File: config.mk
export PLATFORM = sky130hd
export DESIGN_NAME = boa_mem_arbiter2_flat
export DESIGN_NICKNAME = d
export VERILOG_FILES = /design/src/rtl/boa_mem_arbiter2_if.sv /design/src/rtl/boa_mem_arbiter2.sv /design/src/flat_wrapper.sv
export SDC_FILE = /design/constraint.sdc
export NUM_CORES = 1
export LEC_CHECK = 0
export BUFFER_PORTS_ARGS = -buffer_cell sky130_fd_sc_hd__buf_2
export CAP_MARGIN = 10
export CORE_AREA = 3 3 118 120
export DETAILED_ROUTE_END_ITERATION = 8
export DIE_AREA = 0 0 121 123
export GPL_TIMING_DRIVEN = 0
export MAX_ROUTING_LAYER = met4
export PLACE_DENSITY = 0.81
export SLEW_MARGIN = 25
export SYNTH_ARGS = -nofsm -noshare
export SYNTH_HDL_FRONTEND = slang
export SYNTH_SLANG_ARGS = --single-unit
File: constraint.sdc
create_clock -name clk -period 3.78 [get_ports clk]
set_input_delay 0.189 -clock clk [delete_from_list [all_inputs] [get_ports clk]]
set_output_delay 0.189 -clock clk [all_outputs]
set_load 0.01 [all_outputs]
File: src/rtl/boa_mem_arbiter2_if.sv
// Upstream memory bus shared by the data port and the instruction-fetch port.
// Only the word address [alen-1:2] travels on the bus.
interface boa_mem_bus #(
    parameter int alen = 32
);
    logic            re;
    logic [3:0]      we;
    logic [alen-1:2] addr;
    logic [31:0]     wdata;
    logic [31:0]     rdata;
    logic            ready;

    modport MEM    (input re, we, addr, wdata, output rdata, ready);
    modport MASTER (output re, we, addr, wdata, input rdata, ready);
endinterface

File: src/rtl/boa_mem_arbiter2.sv
// Two-port round-robin arbiter in front of the 8-bit SRAM controller.
// Optional watchdog enabled by defining BOA_MEM_ARB_TIMEOUT_EN.
module boa_mem_arbiter2 #(
    parameter int alen    = 32,
    parameter int timeout = 64
) (
    input  logic            clk,
    input  logic            rst_n,
    boa_mem_bus.MEM         p0,
    boa_mem_bus.MEM         p1,
    output logic            ds_re,
    output logic [3:0]      ds_we,
    output logic [alen-3:0] ds_addr,
    output logic [31:0]     ds_wdata,
    input  logic [31:0]     ds_rdata,
    input  logic            ds_ready,
    output logic            timeout_err
);
    localparam logic [1:0] ST_IDLE  = 2'd0;
    localparam logic [1:0] ST_ISSUE = 2'd1;
    localparam logic [1:0] ST_WAIT  = 2'd2;

    logic [1:0]      r_state;
    logic            r_last_grant;
    logic            r_owner;
    logic            r_buf_re;
    logic [3:0]      r_buf_we;
    logic [alen-3:0] r_buf_addr;
    logic [31:0]     r_buf_wdata;
    logic [1:0]      r_ready;
    logic [31:0]     r_rdata [2];

    logic [1:0]      w_req;
    logic            w_grant;
    logic            w_sel_re;
    logic [3:0]      w_sel_we;
    logic [alen-3:0] w_sel_addr;
    logic [31:0]     w_sel_wdata;
    logic            w_done;
    logic            w_force;
    logic            w_end;
    logic            w_drive;

    assign w_req[0] = p0.re | (|p0.we);
    assign w_req[1] = p1.re | (|p1.we);
    // On a tie the port that was not served last wins.
    assign w_grant  = (&w_req) ? ~r_last_grant : w_req[1];

    assign w_sel_re    = w_grant ? p1.re    : p0.re;
    assign w_sel_we    = w_grant ? p1.we    : p0.we;
    assign w_sel_addr  = w_grant ? p1.addr  : p0.addr;
    assign w_sel_wdata = w_grant ? p1.wdata : p0.wdata;

    assign w_done  = (r_state == ST_WAIT) && ds_ready;
    assign w_end   = w_done || w_force;
    // Strobes drop in the completion cycle itself so the SRAM never sees a restart.
    assign w_drive = ((r_state == ST_ISSUE) || (r_state == ST_WAIT)) && !w_end;

    assign ds_re    = w_drive && r_buf_re;
    assign ds_we    = w_drive ? r_buf_we : 4'h0;
    assign ds_addr  = r_buf_addr;
    assign ds_wdata = r_buf_wdata;

    assign p0.ready = r_ready[0];
    assign p1.ready = r_ready[1];
    assign p0.rdata = r_rdata[0];
    assign p1.rdata = r_rdata[1];

    always_ff @(posedge clk or negedge rst_n) begin
        if (!rst_n) begin
            r_state      <= ST_IDLE;
            r_last_grant <= 1'b1;
            r_owner      <= 1'b0;
            r_buf_re     <= 1'b0;
            r_buf_we     <= 4'h0;
            r_buf_addr   <= '0;
            r_buf_wdata  <= 32'h0;
        end else begin
            case (r_state)
                ST_IDLE: begin
                    if (|w_req) begin
                        r_owner     <= w_grant;
                        r_buf_re    <= w_sel_re;
                        r_buf_we    <= w_sel_we;
                        r_buf_addr  <= w_sel_addr;
                        r_buf_wdata <= w_sel_wdata;
                        r_state     <= ST_ISSUE;
                    end
                end
                ST_ISSUE: begin
                    if (w_force)
                        r_state <= ST_IDLE;
                    else if (!ds_ready)
                        r_state <= ST_WAIT;
                end
                ST_WAIT: begin
                    if (w_end)
                        r_state <= ST_IDLE;
                end
                default: r_state <= ST_IDLE;
            endcase
            if (w_end)
                r_last_grant <= r_owner;
        end
    end

    // Completion of the owner beats its still-held request; any other request drops ready.
    always_ff @(posedge clk or negedge rst_n) begin
        if (!rst_n) begin
            for (int i = 0; i < 2; i++) begin
                r_ready[i] <= 1'b1;
                r_rdata[i] <= 32'h0;
            end
        end else begin
            for (int i = 0; i < 2; i++) begin
                if (w_end && (r_owner == 1'(i))) begin
                    r_ready[i] <= 1'b1;
                    r_rdata[i] <= w_force ? 32'h0 : ds_rdata;
                end else if (w_req[i]) begin
                    r_ready[i] <= 1'b0;
                end
            end
        end
    end

`ifdef BOA_MEM_ARB_TIMEOUT_EN
    localparam int TW = $clog2(timeout + 1);
    localparam logic [TW-1:0] TMO_LAST = TW'(timeout - 1);

    logic [TW-1:0] r_tmo_cnt;
    logic          r_timeout_err;

    assign w_force     = (r_state != ST_IDLE) && !w_done && (r_tmo_cnt == TMO_LAST);
    assign timeout_err = r_timeout_err;

    always_ff @(posedge clk or negedge rst_n) begin
        if (!rst_n) begin
            r_tmo_cnt     <= '0;
            r_timeout_err <= 1'b0;
        end else begin
            if (r_state == ST_IDLE)
                r_tmo_cnt <= '0;
            else
                r_tmo_cnt <= r_tmo_cnt + 1'b1;
            if (w_force)
                r_timeout_err <= 1'b1;
        end
    end
`else
    assign w_force     = 1'b0;
    assign timeout_err = 1'b0;
`endif
endmodule

File: src/flat_wrapper.sv
// flat-port wrapper written by rule: the top's interface ports become plain ports
module boa_mem_arbiter2_flat 
#(
    parameter int alen    = 32,
    parameter int timeout = 64
)
  (clk, rst_n, ds_re, ds_we, ds_addr, ds_wdata, ds_rdata, ds_ready, timeout_err, p0_re, p0_we, p0_addr, p0_wdata, p0_rdata, p0_ready, p1_re, p1_we, p1_addr, p1_wdata, p1_rdata, p1_ready);
  boa_mem_bus #(.alen(alen)) p0_i ();
  boa_mem_bus #(.alen(alen)) p1_i ();
  input  logic clk;
  input  logic rst_n;
  output logic ds_re;
  output logic [3:0] ds_we;
  output logic [alen-3:0] ds_addr;
  output logic [31:0] ds_wdata;
  input  logic [31:0] ds_rdata;
  input  logic ds_ready;
  output logic timeout_err;
  input wire logic [$bits(p0_i.re)-1:0] p0_re;
  input wire logic [$bits(p0_i.we)-1:0] p0_we;
  input wire logic [$bits(p0_i.addr)-1:0] p0_addr;
  input wire logic [$bits(p0_i.wdata)-1:0] p0_wdata;
  output wire logic [$bits(p0_i.rdata)-1:0] p0_rdata;
  output wire logic [$bits(p0_i.ready)-1:0] p0_ready;
  input wire logic [$bits(p1_i.re)-1:0] p1_re;
  input wire logic [$bits(p1_i.we)-1:0] p1_we;
  input wire logic [$bits(p1_i.addr)-1:0] p1_addr;
  input wire logic [$bits(p1_i.wdata)-1:0] p1_wdata;
  output wire logic [$bits(p1_i.rdata)-1:0] p1_rdata;
  output wire logic [$bits(p1_i.ready)-1:0] p1_ready;
  assign p0_i.re = p0_re;
  assign p0_i.we = p0_we;
  assign p0_i.addr = p0_addr;
  assign p0_i.wdata = p0_wdata;
  assign p0_rdata = p0_i.rdata;
  assign p0_ready = p0_i.ready;
  assign p1_i.re = p1_re;
  assign p1_i.we = p1_we;
  assign p1_i.addr = p1_addr;
  assign p1_i.wdata = p1_wdata;
  assign p1_rdata = p1_i.rdata;
  assign p1_ready = p1_i.ready;
  boa_mem_arbiter2 #(.alen(alen), .timeout(timeout)) u_core (.clk(clk), .rst_n(rst_n), .p0(p0_i), .p1(p1_i), .ds_re(ds_re), .ds_we(ds_we), .ds_addr(ds_addr), .ds_wdata(ds_wdata), .ds_rdata(ds_rdata), .ds_ready(ds_ready), .timeout_err(timeout_err));
endmodule
# After elaboration in Yosys (flattened, before gate mapping)

Cells that the tools add are included.

Bits in registers: 137
Input bits: 169
Output and inout bits: 134
Word-level logic and storage cells: 50

Eq/ne operators: 5
Muxes and demuxes: 14
Bitwise gates (word level): 4
Reduce and logical (&&, ||, !) cells: 16

Operator list:

| operator                                               | number |
|---|---|
| two-way mux 32 bit                                     | 1 |
| two-way mux 30 bit                                     | 1 |
| two-way mux 4 bit                                      | 2 |
| OR reduction 4 bit                                     | 2 |
| two-way mux 1 bit                                      | 6 |
| two-way mux 2 bit                                      | 3 |
| case mux 2 bit (3 select lines)                        | 1 |
| logical AND 1 bit                                      | 5 |
| inequality test 2 x 1 -> 1 bit (second input constant) | 2 |
| AND reduction 2 bit                                    | 2 |
| nonzero test 2 bit                                     | 2 |
| AND reduction 3 bit                                    | 1 |
| == test 2 x 1 -> 1 bit (second input constant)         | 1 |
| == test 2 bit (second input constant)                  | 1 |
| logical NOT 2 bit                                      | 1 |
| inequality test 2 bit (second input constant)          | 1 |
| NOT 1 bit                                              | 2 |
| OR 1 bit                                               | 2 |
| OR reduction 2 bit                                     | 1 |
| logical NOT 1 bit                                      | 1 |
| logical OR 1 bit                                       | 1 |

# Logic depth before layout (Yosys ltp)

Gate-level depths: netlist (run 1).

Depth in word-level cells: 5
Mapped depth: 6
Mapped depth without buffers: 4

# Least setup slack after synthesis (run 1)

OpenSTA, ideal clock, no wires.

Path type: input to register
Start point: input port p0_we[0]
End point: register u_core.r_buf_wdata[25], in the netlist u_core.ds_wdata[25]
Library setup time: 131 ps
Arrival: 1686 ps
Data required time: 3649 ps
Setup slack: 1963 ps
Stages: 6
Path buffers: 2
Path through: or4_4 nor4b_4 nor2_1 buf_2 buf_2 a2bb2oi_1

Word-level cells in the longest chain between the ends: 5
Elaborated cells on any way between the ends: 7
Classes of those cells: 2 x mux; 1 x bitwise; 4 x reduce/logical

RTL lines:

| item                   | RTL line               | text |
|---|---|---|
| from (decl)            | flat_wrapper.sv:20     | `input wire logic [$bits(p0_i.we)-1:0] p0_we;` |
| OR reduction 4 bit (*) | boa_mem_arbiter2.sv:44 | `assign w_req[0] = p0.re \| (\|p0.we);` |
| OR 1 bit (*)           | boa_mem_arbiter2.sv:44 |  |
| AND reduction 2 bit    | boa_mem_arbiter2.sv:47 | `assign w_grant = (&w_req) ? ~r_last_grant : w_req[1];` |
| two-way mux 1 bit      | boa_mem_arbiter2.sv:47 |  |
| two-way mux 32 bit     | boa_mem_arbiter2.sv:52 | `assign w_sel_wdata = w_grant ? p1.wdata : p0.wdata;` |
| to (signal assigned)   | boa_mem_arbiter2.sv:86 | `r_buf_wdata <= w_sel_wdata;` |
| to (decl)              | boa_mem_arbiter2.sv:29 | `logic [31:0] r_buf_wdata;` |

Every way passes the cells marked *; elsewhere a longest branch is shown, timed or not.
A chain may end at the register's enable or synchronous reset.

# Worst setup path after layout (run 1)

Start point: input port p1_we[2]
End point: register u_core.r_buf_wdata[29], in the netlist u_core.ds_wdata[29]

Word-level cells in the longest chain between the ends: 5
Elaborated cells on any way between the ends: 7
Classes of those cells: 2 x mux; 1 x bitwise; 4 x reduce/logical

RTL lines:

| item                   | RTL line               | text |
|---|---|---|
| from (decl)            | flat_wrapper.sv:26     | `input wire logic [$bits(p1_i.we)-1:0] p1_we;` |
| OR reduction 4 bit (*) | boa_mem_arbiter2.sv:45 | `assign w_req[1] = p1.re \| (\|p1.we);` |
| OR 1 bit (*)           | boa_mem_arbiter2.sv:45 |  |
| AND reduction 2 bit    | boa_mem_arbiter2.sv:47 |  |
| two-way mux 1 bit      | boa_mem_arbiter2.sv:47 |  |
| two-way mux 32 bit     | boa_mem_arbiter2.sv:52 |  |

Marked as above.

==> results of run 1 <==
-- layer usage --
metal / up-vias / part of all wire (%) / global-route usage [%]
met4: 0 / 2.4 / 10.3
met2: 338 / 49 / 42.7
met3: 37 / 9.3 / 6.54
li1: 2590 / - / -
met1: 2725 / 40 / 31.8
met5: - / 0 / -
-- registers in the layout (all words and copies together) (netlist names), 2 cells and up --
name and cells:
u_core.p0.rdata 32, u_core.ds_wdata 32, u_core.r_ready 2, u_core.p1.rdata 32, u_core.ds_addr 30, u_core.r_buf_we 4
u_core.r_state 2
-- through the flow --
stage	util, %	setup slack (ns)	area, sq um	hold WS (ns)	std cells
2_1_floorplan	-	1.96	6090	-0.107	492
3_3_place_gp	59.8	0.643	7820	0.385	969
3_5_place_dp	60.0	1.09	7860	0.146	970
4_1_cts	64.8	1.54	8480	0.00219	1004
5_1_grt	64.8	1.25	8480	0.0113	1005
6_report	64.8	1.54	8480	0.0160	1007
-- cells by family after synthesis --
kind of cell | count (synthesis) | synth area share [%]
mux | 64 | 11.8
buf+inv | 58 | 3.88
flops | 137 | 56.3
compound gates | 209 | 25.5
other cells | 1 | 0.0616
simple gates | 23 | 2.38
-- cells in the final DEF (no fill, tap or decap), drive strengths merged, types with 5 or more instances in the layout --
cell type,instances
buf,313
dfrtp,134
o21ai,69
a2bb2oi,67
clkbuf,67
mux2,64
a311oi,62
nor2b,7
clkinv,7
nand2,5
a211oi,5
-- area by class of cell --
class                   instances  area [sq um]
diodes                          3          7.51
plain buffers                  57           233
clock buffers                  21           480
clock inverters                11           119
fillers                      1050          4600
inverters                       1          3.75
multi-input cells             297          2420
flip-flops and latches        137          3430
well taps                     176           220
repair buffers                304          1560
-- cell usage after synthesis --
library cell	instances
o21ai_0	68
a21o_1	1
nor4b_4	1
a211oi_1	5
mux2_2	64
o22ai_1	1
nor2_1	3
clkbuf_1	46
a2bb2oi_1	67
nor2b_1	7
or4_4	1
or2_2	1
o31ai_1	1
o21ai_1	1
nand2b_1	3
nand3_1	1
a21oi_1	1
buf_4	2
nand2_1	5
nor4_1	1
a311oi_1	62
o21a_1	1
a21boi_0	1
inv_1	1
dfstp_2	3
buf_2	9
dfrtp_1	134
conb_1	1
-- where the power goes --
group          leakage (nW)  total, mW  internal, mW  switching (mW)
logic                  2.02       3.27          1.58            1.69
registers              1.60       2.60          2.21           0.384
clock network         0.299       1.67          1.04           0.627
total                  3.92       7.54          4.83            2.70
-- critical path, cell delays in order --
cell	delay [ns]
buf_2	0.10
nor4_1	0.53
nor2b_1	0.57
clkbuf_1	0.39
clkbuf_1	0.42
o21ai_0	0.20
a2bb2oi_1	0.18
-- how the worst min path moves through the flow --
stage	from	endpoint
final	ds_rdata[30]	u_core.p1.rdata[30]
after global placement	ds_ready	u_core.r_state[1]
after floorplan	rst_n	u_core.ds_addr[0]
after CTS	ds_rdata[17]	u_core.p1.rdata[17]
after detailed placement	rst_n	u_core.p1.rdata[7]
after global routing	ds_rdata[3]	u_core.p1.rdata[3]
==> results.ini, run 1 <==
[placed_design]
place_hpwl_microns = 14600
gp_congestion = 0.875
io_buffers = 301

[floorplanning]
die_x_microns = 121
ios = 303
initial_core_util_pct = 46.6
rows = 42
die_y_microns = 123
core_sq_um = 13100
die_area_sq_um = 14900

[worst_setup_path]
crit_start = p1_we[2]
reg2reg_to = u_core.p0.rdata[27]
crit_path_end_kind = flip-flop
r2r_cells = 5
r2r-start = u_core.r_state[0]
rrSetupSlack_ns = 1.61
worstSetupPathType = in -> reg
critical_path_arrival_ns = 2.58
cp.required_ns = 4.12
cp-endpoint = u_core.ds_wdata[29]
start_kind = primary input
crit_fanout = 10

[cts]
cts_tree = built
cts_hold_buf = 2
numCtsBuffers = 17
cts-root-buf = clkbuf_16
post_cts_buffers = 0
post_cts_resized = 0
clkSinkCount = 137
htreeDepth = 4
insertion_delay_ns = 0.42
clk_pin_slew_ns = 0.06
cts_max_path_buffers = 2

[grt]
grt_overflow = 0
grt_pass1_vias = 5667
grt_max_degree = 79
track_usage_pct = 26.3
antenna_found_initial = 1
grt_pass1_wl_microns = 29400

[timing]
relSlewSlack_pct = 51.1
worstMarginPinSlew_ns = 0.727
post-route-period-util_pct = 59.4
max_freq_ghz = 0.446
setup_tns_ns = 0
hold_viol_final = 0
rsz0062_at_grt = no
min_period_ns = 2.24
finalSetupViolCount = 0
slew_violations = 0
skew_ns = 0.00642

[logic_synthesis]
ys_warn_count = 0
synth_top_area_share_pct = 55.0
synth-seq-cells = 137
netlist_instances = 492
syn_area_sq_um = 6090
yosysSeqAreaShare_pct = 56.3
syn_avg_cell_area_sq_um = 12.4
syn_nets = 661
synthDistinctLibCells = 28
yosysTopAreaCell = dfrtp_1
ys_top_cells_by_area = dfrtp_1 (55%), mux2_2 (12%), a2bb2oi_1 (9.6%), a311oi_1 (8.9%), o21ai_0 (5.6%)

[job]
maxCapViolCount = 0

[power]
ir_drop_mv = 0.519
power.leakage_nw = 3.92
powerDensity_nw_per_um2 = 888
total_power_mw = 7.54

[drt]
drtAntennaViolNets = 0
num_vias = 5690
avgViaCountPerCell = 5.65
drc_errors = 0
drt_first_iter_violations = 404
routed_wirelength_microns = 19600
routedWlPerCell_microns = 19.5
firstDrtPassIters = 5

[hold_path]
hold_class = in -> reg
hold_depth = 2

[layout]
drive_gt1_share_pct = 50.1
nets = 984
area_delta_synth_final_pct = 39.2

[status]
status = finished, final reports clean

No activity file was read; power rests on OpenSTA's default activity.
==> run 2, diff against run 1 <==
- CORE_AREA: 3 3 118 120 -> not set
- CORE_MARGIN: not set -> 3
- CORE_UTILIZATION: not set -> 46
- DIE_AREA: 0 0 121 123 -> not set
- PLACE_DENSITY: 0.81 -> 0.8
- clock period: 3.78 -> 2.2 ns (I/O delays scaled with it)
==> run 2 against run 1 <==
Combinational power up 81%. Clock power up 71%. Clock-buffer cell count unchanged. Via count up 13%. First-iteration DRC count up 68%. Sequential share of layout area down 4.6 points. Non-clock buffer count up 110. Cell area up 13%. Sequential power up 75%. Global-route usage up 5.4 points. Sequential cell count unchanged. Critical path type is now reg -> reg. Critical endpoint is now u_core.ds_wdata[14].
==> results.ini, run 2 (synthesized netlist as in run 1, its figures left out) <==
[power]
pwr-share-seq_pct = 34.1  ; -0.4 points
p_sw_mw = 4.91  ; +82%
pwr-share-comb_pct = 44.4  ; +1.0 points
powerDensity_nw_per_um2 = 1390  ; +56%
switching_share_pct = 36.9  ; +1.0 points
power.internal_mw = 8.41  ; +74%
ir_drop_mv = 1.08  ; +110%
power.leakage_nw = 4.37  ; +11%
power_frac_clock_pct = 21.5  ; -0.6 points

[drt]
routed_wirelength_microns = 23000  ; +17%
avgViaCountPerCell = 5.77  ; +2.1%
routedWlPerCell_microns = 20.7  ; +6.3%
num_vias = 6416  ; +13%
drt_first_iter_violations = 677  ; +68%
drtAntennaViolNets = 0  ; unchanged
firstDrtPassIters = 5  ; unchanged
drc_errors = 0  ; unchanged

[layout]
final_core_util_pct = 75.0  ; +10 points
fin_cells = 1112  ; +10%
layout_common_cells = buf_2 (309), dfrtp_1 (134), dlygate4sd3_1 (112)
drive_gt1_share_pct = 44.7  ; -5.5 points
final_common_cell = buf_2
nets = 1094  ; +11%
area_delta_synth_final_pct = 57.3

[timing]
post-route-period-util_pct = 93.8
setup_tns_ns = 0  ; unchanged
hold_viol_final = 0  ; unchanged
whs_ns = 0.0112  ; -0.00487 ns
skew_ns = 0.00679  ; +0.000364 ns
finalSetupViolCount = 0  ; unchanged
rsz0062_at_grt = no
max_freq_ghz = 0.485
relSlewSlack_pct = 53.0  ; +1.8 points
worstMarginPinSlew_ns = 0.699  ; -0.0273 ns
setup_ws_ns = 0.137  ; -1.40 ns
slew_violations = 0  ; unchanged
min_period_ns = 2.06

[worst_setup_path]
crit_path_end_kind = flip-flop
rrSetupSlack_ns = 0.14  ; -1.47 ns
worstSetupPathType = reg -> reg
r2r_cells = 5  ; unchanged
start_kind = flip-flop
critical_path_arrival_ns = 2.40  ; -0.18 ns
cp.required_ns = 2.54  ; -1.58 ns
reg2reg_to = u_core.ds_wdata[14]
r2r-start = u_core.r_last_grant
crit_fanout = 10  ; unchanged

[job]
maxCapViolCount = 0  ; unchanged

[floorplanning]
die_x_microns = 121  ; about the same
die_y_microns = 121  ; -1.6%
core_sq_um = 12800  ; -2.4%
initial_core_util_pct = 47.7  ; +1.1 points
ios = 303  ; unchanged
rows = 41  ; -2.4%
die_area_sq_um = 14700  ; -1.5%

[grt]
track_usage_pct = 31.6  ; +5.4 points
grt_max_degree = 72  ; -8.9%
grt_overflow = 0  ; unchanged
grt_pass1_vias = 6716  ; +19%
grt_pass1_wl_microns = 35200  ; +19%
antenna_found_initial = 2  ; +1

[cts]
clkSinkCount = 137  ; unchanged
cts_tree = built
cts_max_path_buffers = 2  ; unchanged
insertion_delay_ns = 0.42  ; about the same
htreeDepth = 4  ; unchanged
cts-root-buf = clkbuf_16
numCtsBuffers = 17  ; unchanged
clk_pin_slew_ns = 0.06  ; about the same

[placed_design]
place_hpwl_microns = 14800  ; +1.6%
gp_congestion = 0.862  ; -1.5%
placed_cells = 966  ; -0.41%
pre_cts_ws_ns = -0.331  ; -1.42 ns
io_buffers = 301  ; unchanged

[hold_path]
holdPathEnd = u_core.ds_addr[12]
hold_class = in -> reg
hold_depth = 3  ; +1
worstHoldStart = p1_addr[12]

[status]
status = finished, final reports clean

[run 2: power by group through the flow]
stage | combinational [mW] | clock, mW | sequential [mW]
finish | 5.91 | 2.86 | 4.54
global route | 6.34 | 2.99 | 4.66
CTS | 5.79 | 2.89 | 4.47
detailed placement | 5.60 | 0 | 4.49
global placement | 5.45 | 0 | 4.42
floorplan | 2.83 | 0 | 4.99
[run 2: final cells by class]
type | count | area (sq um)
diodes | 2 | 5.00
well taps | 172 | 215
flip-flops and latches | 137 | 3430
clock buffers | 21 | 470
plain buffers | 57 | 236
inverters | 1 | 3.75
fillers | 782 | 3190
clock inverters | 11 | 121
repair buffers | 414 | 2670
multi-input cells | 297 | 2430
[run 2: critical path, cell delays in order (launching register included)]
cell       delay [ns]
dfstp_2          0.55
o21a_1           0.28
clkbuf_1         0.34
clkbuf_1         0.40
o21ai_0          0.20
a2bb2oi_1        0.21
[run 2: worst max-delay path by stage]
stage | start | cells after the start | endpoint
floorplan | p0_we[0] | 6 | u_core.ds_wdata[25]
global placement | rst_n | 1 | u_core.ds_addr[26]
detailed placement | p1_we[2] | 7 | u_core.ds_wdata[24]
CTS | u_core.r_state[1] | 5 | u_core.p0.rdata[21]
global route | u_core.r_state[1] | 6 | u_core.ds_wdata[21]
finish | u_core.r_last_grant | 5 | u_core.ds_wdata[14]
[run 2: routing by layer]
layer	track usage (%)	vias up	part of all wire (%)
met5	-	-	0
li1	-	2798	-
met3	7.79	92	9.3
met1	35.8	3078	37
met2	52.5	448	49
met4	15.9	0	4.5
[run 2: repair_timing]
| action | 4_1_cts | 5_1_grt |
|---|---|---|
| endpoints found under the setup margin | 0 | 37 |
| hold buffers | 112 | 0 |
| gates resized for setup | 0 | 8 |
| endpoints found under the hold margin | 201 | 0 |
| buffers inserted | 0 | 0 |
[run 2: through the flow]
step / total power, mW / instance area (sq um)
after floorplan: 7.82 / 6090
after global placement: 9.87 / 7810
after detailed placement: 10.1 / 7850
after CTS: 13.2 / 9560
after global routing: 14.0 / 9580
final: 13.3 / 9580
==> run 3, diff against run 2 <==
- CORE_ASPECT_RATIO: not set -> 0.6
==> run 3 against run 2 <==
Hold slack got worse by 0.00088 ns. Highest routed layer unchanged. Combinational power barely moved. Global-route usage fell by 0.17 points. Critical endpoint unchanged. Cell area fell by 1.0%. First-iteration DRC count fell by 39%. Wire length fell by 1.4%. Via count rose by 0.25%. Non-clock buffer count fell by 13. Total power rose by 1.4%. Clock-buffer cell count fell by 3. Register-to-register slack got worse by 0.03 ns. Utilization rose by 0.91 points. Critical path type unchanged.
==> results.ini, run 3 (synthesized netlist as in run 1, its figures left out) <==
[timing]
hold_viol_final = 0  ; unchanged
min_period_ns = 2.09  ; +0.0257 ns
max_freq_ghz = 0.479  ; -1.2%
worstMarginPinSlew_ns = 0.617  ; -0.0826 ns
rsz0062_at_grt = no
setup_tns_ns = 0  ; unchanged
skew_ns = 0.0112  ; +0.00437 ns
relSlewSlack_pct = 58.9  ; +5.9 points
slew_violations = 0  ; unchanged
finalSetupViolCount = 0  ; unchanged
post-route-period-util_pct = 94.9  ; +1.2 points

[layout]
drive_gt1_share_pct = 45.5  ; +0.84 points
fill_cells = 806  ; +3.1%
area_delta_synth_final_pct = 55.7
layout_common_cells = buf_2 (308), dfrtp_1 (134), dlygate4sd3_1 (100)
final_common_cell = buf_2
nets = 1081  ; -1.2%
fin_cells = 1091  ; -1.9%

[cts]
clk_pin_slew_ns = 0.06  ; about the same
post_cts_buffers = 0  ; unchanged
cts-root-buf = clkbuf_16
htreeDepth = 4  ; unchanged
cts_max_path_buffers = 2  ; unchanged
cts_tree = built
insertion_delay_ns = 0.41  ; about the same
clkSinkCount = 137  ; unchanged
numCtsBuffers = 17  ; unchanged

[power]
total_power_mw = 13.5  ; +1.4%
ir_drop_mv = 0.799  ; -26%
power.leakage_nw = 4.34  ; -0.70%
powerDensity_nw_per_um2 = 1420  ; +2.5%

[grt]
grt_max_degree = 97  ; +35%
grt_overflow = 0  ; unchanged
track_usage_pct = 31.5  ; -0.17 points
grt_pass1_wl_microns = 35500  ; +0.98%
antenna_found_initial = 1  ; -1
grt_pass1_vias = 6715  ; -0.015%

[drt]
routed_wirelength_microns = 22700  ; -1.4%
avgViaCountPerCell = 5.90  ; +2.2%
firstDrtPassIters = 5  ; unchanged
routedWlPerCell_microns = 20.8  ; +0.45%
drt_first_iter_violations = 415  ; -39%
num_vias = 6432  ; +0.25%
drc_errors = 0  ; unchanged
drtAntennaViolNets = 0  ; unchanged

[floorplanning]
core_sq_um = 12500  ; -2.2%
die_x_microns = 155  ; +28%
die_y_microns = 95.1  ; -21%
rows = 31  ; -24%
ios = 303  ; unchanged
initial_core_util_pct = 48.8  ; +1.1 points
die_area_sq_um = 14700  ; +0.31%

[placed_design]
place_hpwl_microns = 15600  ; +5.2%
placed_cells = 959  ; -0.72%
io_buffers = 301  ; unchanged
gp_congestion = 0.966  ; +12%

[worst_setup_path]
cp.required_ns = 2.52  ; -0.02 ns
crit_path_end_kind = flip-flop
crit_fanout = 10  ; unchanged
worstSetupPathType = reg -> reg
start_kind = flip-flop
critical_path_arrival_ns = 2.41  ; about the same

[hold_path]
hold_class = in -> reg

[job]
maxCapViolCount = 0  ; unchanged

[status]
status = finished, final reports clean

[run 3: layout make-up]
| type | count | area (sq um) | share of cell area (%) |
|---|---|---|---|
| buffer | 56 | 235 | 2.48 |
| inverter | 1 | 3.75 | 0.0396 |
| sequential | 137 | 3430 | 36.2 |
| timing repair buffer | 402 | 2540 | 26.8 |
| clock inverter | 14 | 188 | 1.98 |
| multi-input combinational | 297 | 2430 | 25.6 |
| tap | 165 | 206 | 2.18 |
| antenna | 1 | 2.50 | 0.0264 |
| clock buffer | 18 | 439 | 4.63 |
[run 3: worst paths after layout]
path | slack (ns) | to | depth (start not counted) | startpoint
worst max register to register | 0.11 | u_core.ds_wdata[14] | 5 | u_core.r_last_grant
worst max-delay path | 0.11 | u_core.ds_wdata[14] | 5 | u_core.r_last_grant
min in group asynchronous | 0.17 | u_core.ds_addr[15] | 2 | rst_n
worst min register to register | 0.47 | u_core.r_ready[1] | 2 | u_core.r_ready[1]
max in group asynchronous | 1.23 | u_core.r_ready[1] | 3 | rst_n
worst min-delay path | 0.01 | u_core.ds_wdata[27] | 3 | p1_wdata[27]
[run 3: stage by stage]
step	setup WS (ns)	util, %	cell area, sq um	hold slack (ns)
after floorplan	0.462	-	6090	-0.186
after global routing	0.00933	75.9	9480	0.0191
final	0.111	75.9	9480	0.0103
after detailed placement	-0.138	62.8	7840	0.0132
after CTS	0.0136	75.8	9470	0.00303
after global placement	-0.763	62.5	7800	0.308
[run 3: what timing repair did]
| item | in CTS | in global routing |
|---|---|---|
| setup endpoints to repair | 19 | 59 |
| hold endpoints to repair | 174 | 0 |
| resized for setup | 2 | 6 |
| gates cloned | 0 | 0 |
| hold buffers | 100 | 0 |
[run 3: report_power, final]
part,total [mW],internal (mW),switching [mW]
registers,4.54,3.81,0.735
logic,5.93,2.83,3.09
clock network,3.04,1.85,1.19
total,13.5,8.49,5.02
[run 3: worst max-delay path: stages, from the launching register on]
cell and delay [ns]:
dfstp_2 0.56, o21a_1 0.24, clkbuf_1 0.38, clkbuf_1 0.40, o21ai_0 0.20, a2bb2oi_1 0.23
[run 3: layer usage]
metal | up-vias | routed length (microns) | global-route usage [%]
met1 | 3175 | 9040 | 39.4
met5 | - | 0 | -
met4 | 0 | 769 | 12.6
li1 | 2770 | - | -
met2 | 411 | 11000 | 51.0
met3 | 76 | 1880 | 6.44
